File: src/rtl/pwr_up_seq.sv
// ---------------------------------------------------------------------------
// pwr_up_seq -- power-up sequencer: SETTLE -> SENSE -> CAL -> RUN, with a
// sticky ERR state on sensor loss or timeout.
//
// Optional feature macro: PWR_SEQ_SOFT_RST_EN
//   defined   : soft_rst restarts the sequence from SETTLE (clears seq_err)
//   undefined : soft_rst is ignored and generates no logic
//
// Every output is a flop loaded from the next-state decode, so an output
// change is visible right after the edge that takes the transition, and no
// input reaches an output combinationally.
// ---------------------------------------------------------------------------
module pwr_up_seq #(
  parameter int unsigned SETTLE_CYC = 16,   // 1..65535
  parameter int unsigned TMO_CYC    = 1000  // 2..65535
) (
  input  logic clk,
  input  logic RST_n,
  input  logic sens_rdy,
  input  logic cal_done,
  input  logic soft_rst,
  output logic en_sense,
  output logic strt_cal,
  output logic en_mtr,
  output logic sys_rdy,
  output logic seq_err
);

  typedef enum logic [2:0] {
    ST_SETTLE = 3'd0,
    ST_SENSE  = 3'd1,
    ST_CAL    = 3'd2,
    ST_RUN    = 3'd3,
    ST_ERR    = 3'd4
  } state_e;

  typedef struct packed {
    logic en_sense;
    logic strt_cal;
    logic en_mtr;
    logic sys_rdy;
    logic seq_err;
  } outs_t;

  localparam logic [15:0] SETTLE_LAST = 16'(SETTLE_CYC - 1);
  localparam logic [15:0] TMO_LAST    = 16'(TMO_CYC - 1);
  localparam logic [15:0] CNT_MAX     = 16'hFFFF;

  state_e      state_q, state_d;
  logic [15:0] cnt_q, cnt_d;
  // Low for exactly the first edge after reset release; that edge only
  // arms the sequencer, so SETTLE spans SETTLE_CYC counted edges after it.
  logic        rel_q;
  outs_t       outs_q, outs_d;
  logic        soft_hit;

`ifdef PWR_SEQ_SOFT_RST_EN
  assign soft_hit = soft_rst;
`else
  logic unused_soft_rst;
  assign soft_hit        = 1'b0;
  assign unused_soft_rst = soft_rst;
`endif

  // State, counter, release marker and output flops.
  always_ff @(posedge clk or negedge RST_n) begin
    if (!RST_n) begin
      state_q <= ST_SETTLE;
      cnt_q   <= '0;
      rel_q   <= 1'b0;
      outs_q  <= '0;
    end else begin
      // NOTE: non-blocking assignments here so every flop samples the values
      // from before the edge; blocking would chain updates within one edge.
      state_q <= state_d;
      cnt_q   <= cnt_d;
      rel_q   <= 1'b1;
      outs_q  <= outs_d;
    end
  end

  // Next-state decode; soft restart overrides every other transition.
  always_comb begin
    // NOTE: default first, so every path assigns state_d and no latch forms.
    state_d = state_q;
    unique case (state_q)
      ST_SETTLE: if (rel_q && (cnt_q == SETTLE_LAST)) state_d = ST_SENSE;
      ST_SENSE: begin
        if (sens_rdy)                  state_d = ST_CAL;
        else if (cnt_q == TMO_LAST)    state_d = ST_ERR;
      end
      ST_CAL: begin
        if (!sens_rdy)                 state_d = ST_ERR;
        else if (cal_done)             state_d = ST_RUN;
        else if (cnt_q == TMO_LAST)    state_d = ST_ERR;
      end
      ST_RUN:    if (!sens_rdy) state_d = ST_ERR;
      ST_ERR:    state_d = ST_ERR;
      default:   state_d = ST_SETTLE;
    endcase
    if (soft_hit) state_d = ST_SETTLE;
  end

  // Cycle counter: cleared on any state change, held at 0 in RUN,
  // frozen during the arming edge, otherwise counts up and saturates.
  always_comb begin
    cnt_d = cnt_q;
    if (soft_hit || (state_d != state_q) || (state_q == ST_RUN)) begin
      cnt_d = '0;
    end else if ((state_q == ST_SETTLE) && !rel_q) begin
      cnt_d = cnt_q;
    end else if (cnt_q != CNT_MAX) begin
      cnt_d = cnt_q + 16'd1;
    end
  end

  // Output decode from the next state; strt_cal only on SENSE->CAL entry.
  always_comb begin
    outs_d = '0;
    unique case (state_d)
      ST_SENSE: outs_d.en_sense = 1'b1;
      ST_CAL: begin
        outs_d.en_sense = 1'b1;
        outs_d.strt_cal = (state_q == ST_SENSE);
      end
      ST_RUN: begin
        outs_d.en_sense = 1'b1;
        outs_d.en_mtr   = 1'b1;
        outs_d.sys_rdy  = 1'b1;
      end
      ST_ERR:    outs_d.seq_err = 1'b1;
      default:   outs_d = '0;
    endcase
  end

  assign en_sense = outs_q.en_sense;
  assign strt_cal = outs_q.strt_cal;
  assign en_mtr   = outs_q.en_mtr;
  assign sys_rdy  = outs_q.sys_rdy;
  assign seq_err  = outs_q.seq_err;

endmodule

File: config.mk
export PLATFORM = sky130hd
export DESIGN_NAME = pwr_up_seq
export DESIGN_NICKNAME = d
export VERILOG_FILES = /design/src/rtl/pwr_up_seq.sv
export SDC_FILE = /design/constraint.sdc
export NUM_CORES = 1
export LEC_CHECK = 0
export ABC_AREA = 1
export CAP_MARGIN = 40
export CORE_ASPECT_RATIO = 0.75
export CORE_UTILIZATION = 50
export DETAILED_ROUTE_END_ITERATION = 6
export PLACE_DENSITY = 0.69
export SLEW_MARGIN = 5
export SYNTH_ARGS = -nofsm -noshare
export SYNTH_HDL_FRONTEND = slang
export SYNTH_SLANG_ARGS = --single-unit
File: constraint.sdc
create_clock -name clk -period 2.3 [get_ports clk]
set_input_delay 0.23 -clock clk [delete_from_list [all_inputs] [get_ports clk]]
set_output_delay 0.23 -clock clk [all_outputs]
set_load 0.02 [all_outputs]
==> metrics.cfg, run 1 <==
[outcome]
status = complete, no violations

[placed_design]
placed_cells = 228
portBuffers = 8
gp_congestion = 0.935
dp_hpwl_mm = 1.98

[synthesis]
synth-async-reset-ratio_pct = 100
synth_area_um2 = 1410
ys_seq_elements = 24
yosysWarnings = 0
seq_area_frac_synth_pct = 42.6
synth_fp_nets = 191
synth_cell_types = 24
avgSynthCellArea_um2 = 7.62
synth_edf_count = 0
synth_ff_type = dfrtp_1
synth_xor_area_share_pct = 8.07
synth_compound_area_share_pct = 2.04
synth_top_family_by_area = simple AND/OR/NAND/NOR gates
synth_simple_gate_area_share_pct = 36.3
synth_mux_area_share_pct = 0
synthAdderAreaFrac_pct = 0.887
synth_cells = 185

[job]
drv_cap = 0

[floorplanning]
initial_core_util_pct = 53.4
core-area_um2 = 2640
dieArea_um2 = 3040
die_w_um = 63.3
die_h_um = 48.0
num_rows = 16
ioPinCount = 10

[detailed_routing]
dr_total_vias = 1155
drc = 0
wirelength_mm = 2.67
drt_pass1_iterations = 4
antenna_left = 0
wl_per_cell_um = 11.5
drt_iter0_markers = 62
vias_per_cell = 4.98

[sta]
maxSlewViolCount = 0
fmax_ghz = 0.513
grt_setup_unrepaired = false
fin_crit_sh_pct = 84.8
period_needed_ns = 1.95
setup_viol_count_final = 0
fin_setup_tns_ns = 0
hold_violations = 0
skew_ns = 0.00428

[clock_network]
cts_tree = built
cts_hold_buffers = 0
numCtsBuffers = 3
cts_max_path_buffers = 2
cts_sinks = 24
cts_setup_buffers = 0
ctsRootBufferMaster = clkbuf_8
clk_latency_ns = 0.26
ctsResizeCount = 0
cts.clk_slew.worst_paths_ns = 0.08
cts_max_level = 1

[cells_and_area]
final_cells = 232
fin_nets = 203
area_growth_pct = 11.4
n_antenna_cell = 0
drive_above_1_share_pct = 13.3

[global_route]
antenna_found_initial = 0
grt_max_degree = 25
grt_pass1_wl_mm = 4.31
grt_usage_pct = 19.5
grt_pass1_vias = 974
overflow = 0

[power_and_ir_drop]
clkPwrFrac_pct = 23.0
power.internal_uw = 790
p_switching_uw = 426
switching_share_pct = 35.0
ir_drop_uv = 603
power_density_nw_per_um2 = 774
p_seq_share_pct = 46.3
power.leakage_uw = 0.000767
comb_power_share_pct = 30.7

[worst_setup_path]
worstPathArrival_ns = 2.10
timing.critical_path.to_type = register
crit_type = reg -> reg
worstPathRequired_ns = 2.45
worst_setup_path_start_kind = register
r2r_slack_ns = 0.35
worst-path-max-fanout = 6

[hold_path]
hp-class = in -> async

-- synthesized netlist by cell type (2+ instances only) --
master	n	area share (%)
nand2_1	41	11
nor2_1	29	7.7
dfrtp_1	24	43
inv_1	23	6.1
nand3_1	15	5.3
nor2_2	12	5.3
xor2_1	11	6.8
nand4_1	5	2.2
buf_6	3	2.4
nor3_1	3	1.1
inv_2	2	0.53
nand2_2	2	0.89
nand3b_1	2	1.1
o21ai_0	2	0.71
xnor2_1	2	1.2
-- path summary, 6_finish.rpt --
check	start	to	depth (start not counted)
max in group asynchronous	RST_n	state_q[2]	2
min reg2reg	cnt_q[15]	cnt_q[15]	2
min in group clk	cnt_q[15]	cnt_q[15]	2
min	RST_n	cnt_q[11]	2
max reg2reg	cnt_q[0]	cnt_q[12]	14
max	cnt_q[0]	cnt_q[12]	14
-- placed cells by master (no fill, tap or decap) --
| cell | n |
|---|---|
| inv_1 | 23 |
| nand2_2 | 2 |
| nand4_1 | 5 |
| nand3_1 | 15 |
| inv_2 | 2 |
| nor3b_1 | 1 |
| ha_1 | 1 |
| buf_4 | 3 |
| o21ai_0 | 2 |
| conb_1 | 1 |
| nor3_1 | 3 |
| dfrtp_1 | 24 |
| or2_2 | 1 |
| xor2_1 | 11 |
| nor2_2 | 12 |
| o22ai_1 | 1 |
| clkdlybuf4s50_1 | 8 |
| nor2_4 | 1 |
| a22oi_2 | 1 |
| nand2_1 | 41 |
| clkinv_1 | 1 |
| clkbuf_8 | 4 |
| xnor2_1 | 2 |
| nor2_1 | 29 |
| nand3b_1 | 2 |
-- sequential cells by signal, summed over array words and instances, names as in the netlist --
signal / flops
strt_cal: 1
state_q: 3
en_mtr: 1
seq_err: 1
en_sense: 1
cnt_q: 16
rel_q: 1
-- power groups by stage --
stage                     Sequential (µW)  Clock [µW]  Combinational (µW)
after floorplan                       564           0                 287
after global placement                565           0                 364
after detailed placement              568           0                 374
after CTS                             561         295                 376
after global routing                  573         308                 435
final                                 563         280                 373
-- critical path, stage by stage, from the launching register on --
cell     delay [ns]
dfrtp_1        0.41
ha_1           0.23
inv_1          0.08
nor2_1         0.08
nand3_1        0.09
nor2_1         0.06
nor2_1         0.12
buf_4          0.16
nand2_1        0.08
nor2_1         0.24
nand2_1        0.08
nand2_1        0.06
nand2_1        0.05
inv_1          0.06
nor2_2         0.04
-- final cells by class --
class,count,area [µm²]
fillers,255,1070
multi-input cells,131,671
well taps,36,45.0
clock buffers,4,55.1
repair buffers,11,103
flip-flops and latches,24,601
inverters,26,97.6
-- per-layer routing --
layer / GRT usage [%] / up-vias / wire, µm / part of all wire, %
met5: 0 / - / 0 / 0
met2: 28.5 / 41 / 1130 / 42
met3: 5.95 / 6 / 141 / 5.3
met1: 26.3 / 519 / 1350 / 51
met4: 10.9 / 0 / 43 / 1.6
li1: - / 589 / - / -
-- cells by family after synthesis --
group,after synthesis
compound gates,4
xor+xnor,13
fa+ha+maj,1
buf+inv,30
other cells,1
simple gates,112
flops,24
-- metrics by stage --
| step | total power [µW] | area, µm² | util (%) | hold WS, ns | setup WS, ns |
|---|---|---|---|---|---|
| 2_1_floorplan | 851 | 1410 | - | -0.0656 | 0.665 |
| 3_3_place_gp | 929 | 1520 | 57.4 | 0.568 | 0.438 |
| 3_5_place_dp | 942 | 1520 | 57.4 | 0.579 | 0.385 |
| 4_1_cts | 1230 | 1570 | 59.5 | 0.314 | 0.368 |
| 5_1_grt | 1320 | 1570 | 59.5 | 0.347 | 0.196 |
| 6_report | 1220 | 1570 | 59.5 | 0.308 | 0.350 |
Power figures use the tool's default switching activity.
==> run 2: changes to the inputs <==
--- a/config.mk
+++ b/config.mk
@@ -10,7 +10,7 @@
 export CORE_ASPECT_RATIO = 0.75
 export CORE_UTILIZATION = 50
 export DETAILED_ROUTE_END_ITERATION = 6
-export PLACE_DENSITY = 0.69
+export PLACE_DENSITY = 0.71
 export SLEW_MARGIN = 5
 export SYNTH_ARGS = -nofsm -noshare
 export SYNTH_HDL_FRONTEND = slang
==> constraint.sdc (replaced) <==
create_clock -name clk -period 1.68 [get_ports clk]
set_input_delay 0.168 -clock clk [delete_from_list [all_inputs] [get_ports clk]]
set_output_delay 0.168 -clock clk [all_outputs]
set_load 0.02 [all_outputs]
==> metrics.cfg, run 2 (synthesized netlist as in run 1, its figures left out) <==
[outcome]
status = finished with violations
violations = setup timing

[worst_setup_path]
critPathMostFrequentCell = nor2_2
crit_chain = nand2_1, nor2_1, nand3_1, nor2_2, nor2_4, buf_4, nand3b_1, xor2_1, nor2_2
worstPathArrival_ns = 1.89  ; -0.21 ns
crit_type = reg -> reg
worstPathRequired_ns = 1.84  ; -0.61 ns
crit_path_start = cnt_q[4]
worst-path-max-fanout = 5  ; -1
slowest_stage = dfrtp_1
worst_setup_path_start_kind = register
regToRegStartpoint = cnt_q[4]
slowest_delay_ns = 0.39  ; -0.02 ns
timing.critical_path.to_type = register

[global_route]
grt_usage_pct = 23.3  ; +3.7 points
antenna_found_initial = 0  ; unchanged
grt_max_degree = 25  ; unchanged
grt_pass1_wl_mm = 5.14  ; +19%
grt_pass1_vias = 1106  ; +14%
overflow = 0  ; unchanged

[sta]
fmax_ghz = 0.579  ; +13%
skew_ns = 0.00473  ; +0.000446 ns
maxSlewViolCount = 0  ; unchanged
fin_crit_sh_pct = 103  ; +18 points
period_needed_ns = 1.73  ; -0.222 ns
setup_slack_ns = -0.0483  ; -0.398 ns
setup_viol_count_final = 16  ; +16
grt_setup_unrepaired = true
fin_setup_tns_ns = -0.487  ; -0.487 ns
hold_violations = 0  ; unchanged

[placed_design]
gp_congestion = 0.862  ; -7.8%
dp_hpwl_mm = 2.31  ; +17%
portBuffers = 8  ; unchanged

[clock_network]
ctsRootBufferMaster = clkbuf_8
numCtsBuffers = 3  ; unchanged
cts.clk_slew.worst_paths_ns = 0.08  ; about the same
cts_sinks = 24  ; unchanged
cts_max_path_buffers = 2  ; unchanged
clk_latency_ns = 0.27  ; about the same
cts_tree = built
cts_max_level = 1  ; unchanged
cts_hold_buffers = 0  ; unchanged

[detailed_routing]
antenna_left = 0  ; unchanged
vias_per_cell = 4.97  ; -0.27%
drc = 0  ; unchanged
wl_per_cell_um = 13.5  ; +18%
dr_total_vias = 1281  ; +11%
wirelength_mm = 3.50  ; +31%
drt_iter0_markers = 57  ; -8.1%
drt_pass1_iterations = 4  ; unchanged

[floorplanning]
dieArea_um2 = 3040  ; unchanged
core-area_um2 = 2640  ; unchanged
num_rows = 16  ; unchanged
initial_core_util_pct = 53.4  ; unchanged
die_h_um = 48.0  ; unchanged
ioPinCount = 10  ; unchanged
die_w_um = 63.3  ; unchanged

[cells_and_area]
fin_nets = 230  ; +13%
largest_register_ffs = 16  ; unchanged
top_register = cnt_q
most-common-layout-cells = 35 x nand2_1, 26 x buf_4, 23 x nor2_2, 23 x dfrtp_1, 19 x inv_1
drive_above_1_share_pct = 40.5  ; +27 points
largest_registers = cnt_q (16), state_q (3)
layout_commonest_cell = nand2_1
area_growth_pct = 40.1
n_antenna_cell = 0  ; unchanged
utilization_pct = 74.8  ; +15 points

[power_and_ir_drop]
power_density_nw_per_um2 = 1060  ; +37%
power.leakage_uw = 0.000938  ; +22%
ir_drop_uv = 815  ; +35%

[hold_path]
hp-class = in -> async

[job]
drv_cap = 0  ; unchanged

## run 2: final timing paths
kind | to | slack (ns) | cells after the start
max in group asynchronous | state_q[1] | 1.17 | 2
hold / removal | cnt_q[13] | 0.26 | 2
min in group clk | state_q[2] | 0.60 | 2
setup / recovery | cnt_q[15] | -0.05 | 9
setup reg to reg | cnt_q[15] | -0.05 | 9
hold reg to reg | state_q[2] | 0.60 | 2
## run 2: layout make-up
class | instances | area (µm²)
multi-input cells | 131 | 845
inverters | 26 | 97.6
clock buffers | 3 | 41.3
repair buffers | 38 | 345
fillers | 186 | 667
well taps | 36 | 45.0
flip-flops and latches | 24 | 602
## run 2: metrics by stage
| stage | hold slack [ns] | power, µW | std cells | cell area (µm²) | worst slack [ns] |
|---|---|---|---|---|---|
| 2_1_floorplan | -0.128 | 1170 | 185 | 1410 | 0.0452 |
| 4_1_cts | 0.271 | 1910 | 253 | 1800 | 0.00368 |
| 3_5_place_dp | 0.551 | 1440 | 246 | 1660 | -0.132 |
| 5_1_grt | 0.319 | 2240 | 258 | 1980 | -0.143 |
| 3_3_place_gp | 0.547 | 1400 | 246 | 1660 | -0.0822 |
| 6_report | 0.262 | 2100 | 258 | 1980 | -0.0483 |
## run 2: timing repair
action	CTS	global route
setup endpoints to repair	16	17
cloned	1	0
setup buffers	3	5
gates resized for setup	13	40
endpoints found under the hold margin	0	0
pin swaps	9	12
## run 2: critical path, delay by kind of cell (launching register included)
kind	cells	cell delay [ns]
xor+xnor	1	0.19
flops	1	0.39
buf+inv	1	0.16
simple gates	7	0.88
## run 2: per-layer routing
metal,share of wire [%],GRT usage [%],wire [µm]
met1,48,32.3,1670
met2,47,37.4,1630
met3,5.0,5.71,175
met4,0.60,5.45,21
met5,0,0,0
## run 2: power by group
part	total, µW	internal [µW]	switching [µW]
clock	330	160	169
sequential	765	673	92.1
combinational	1010	482	525
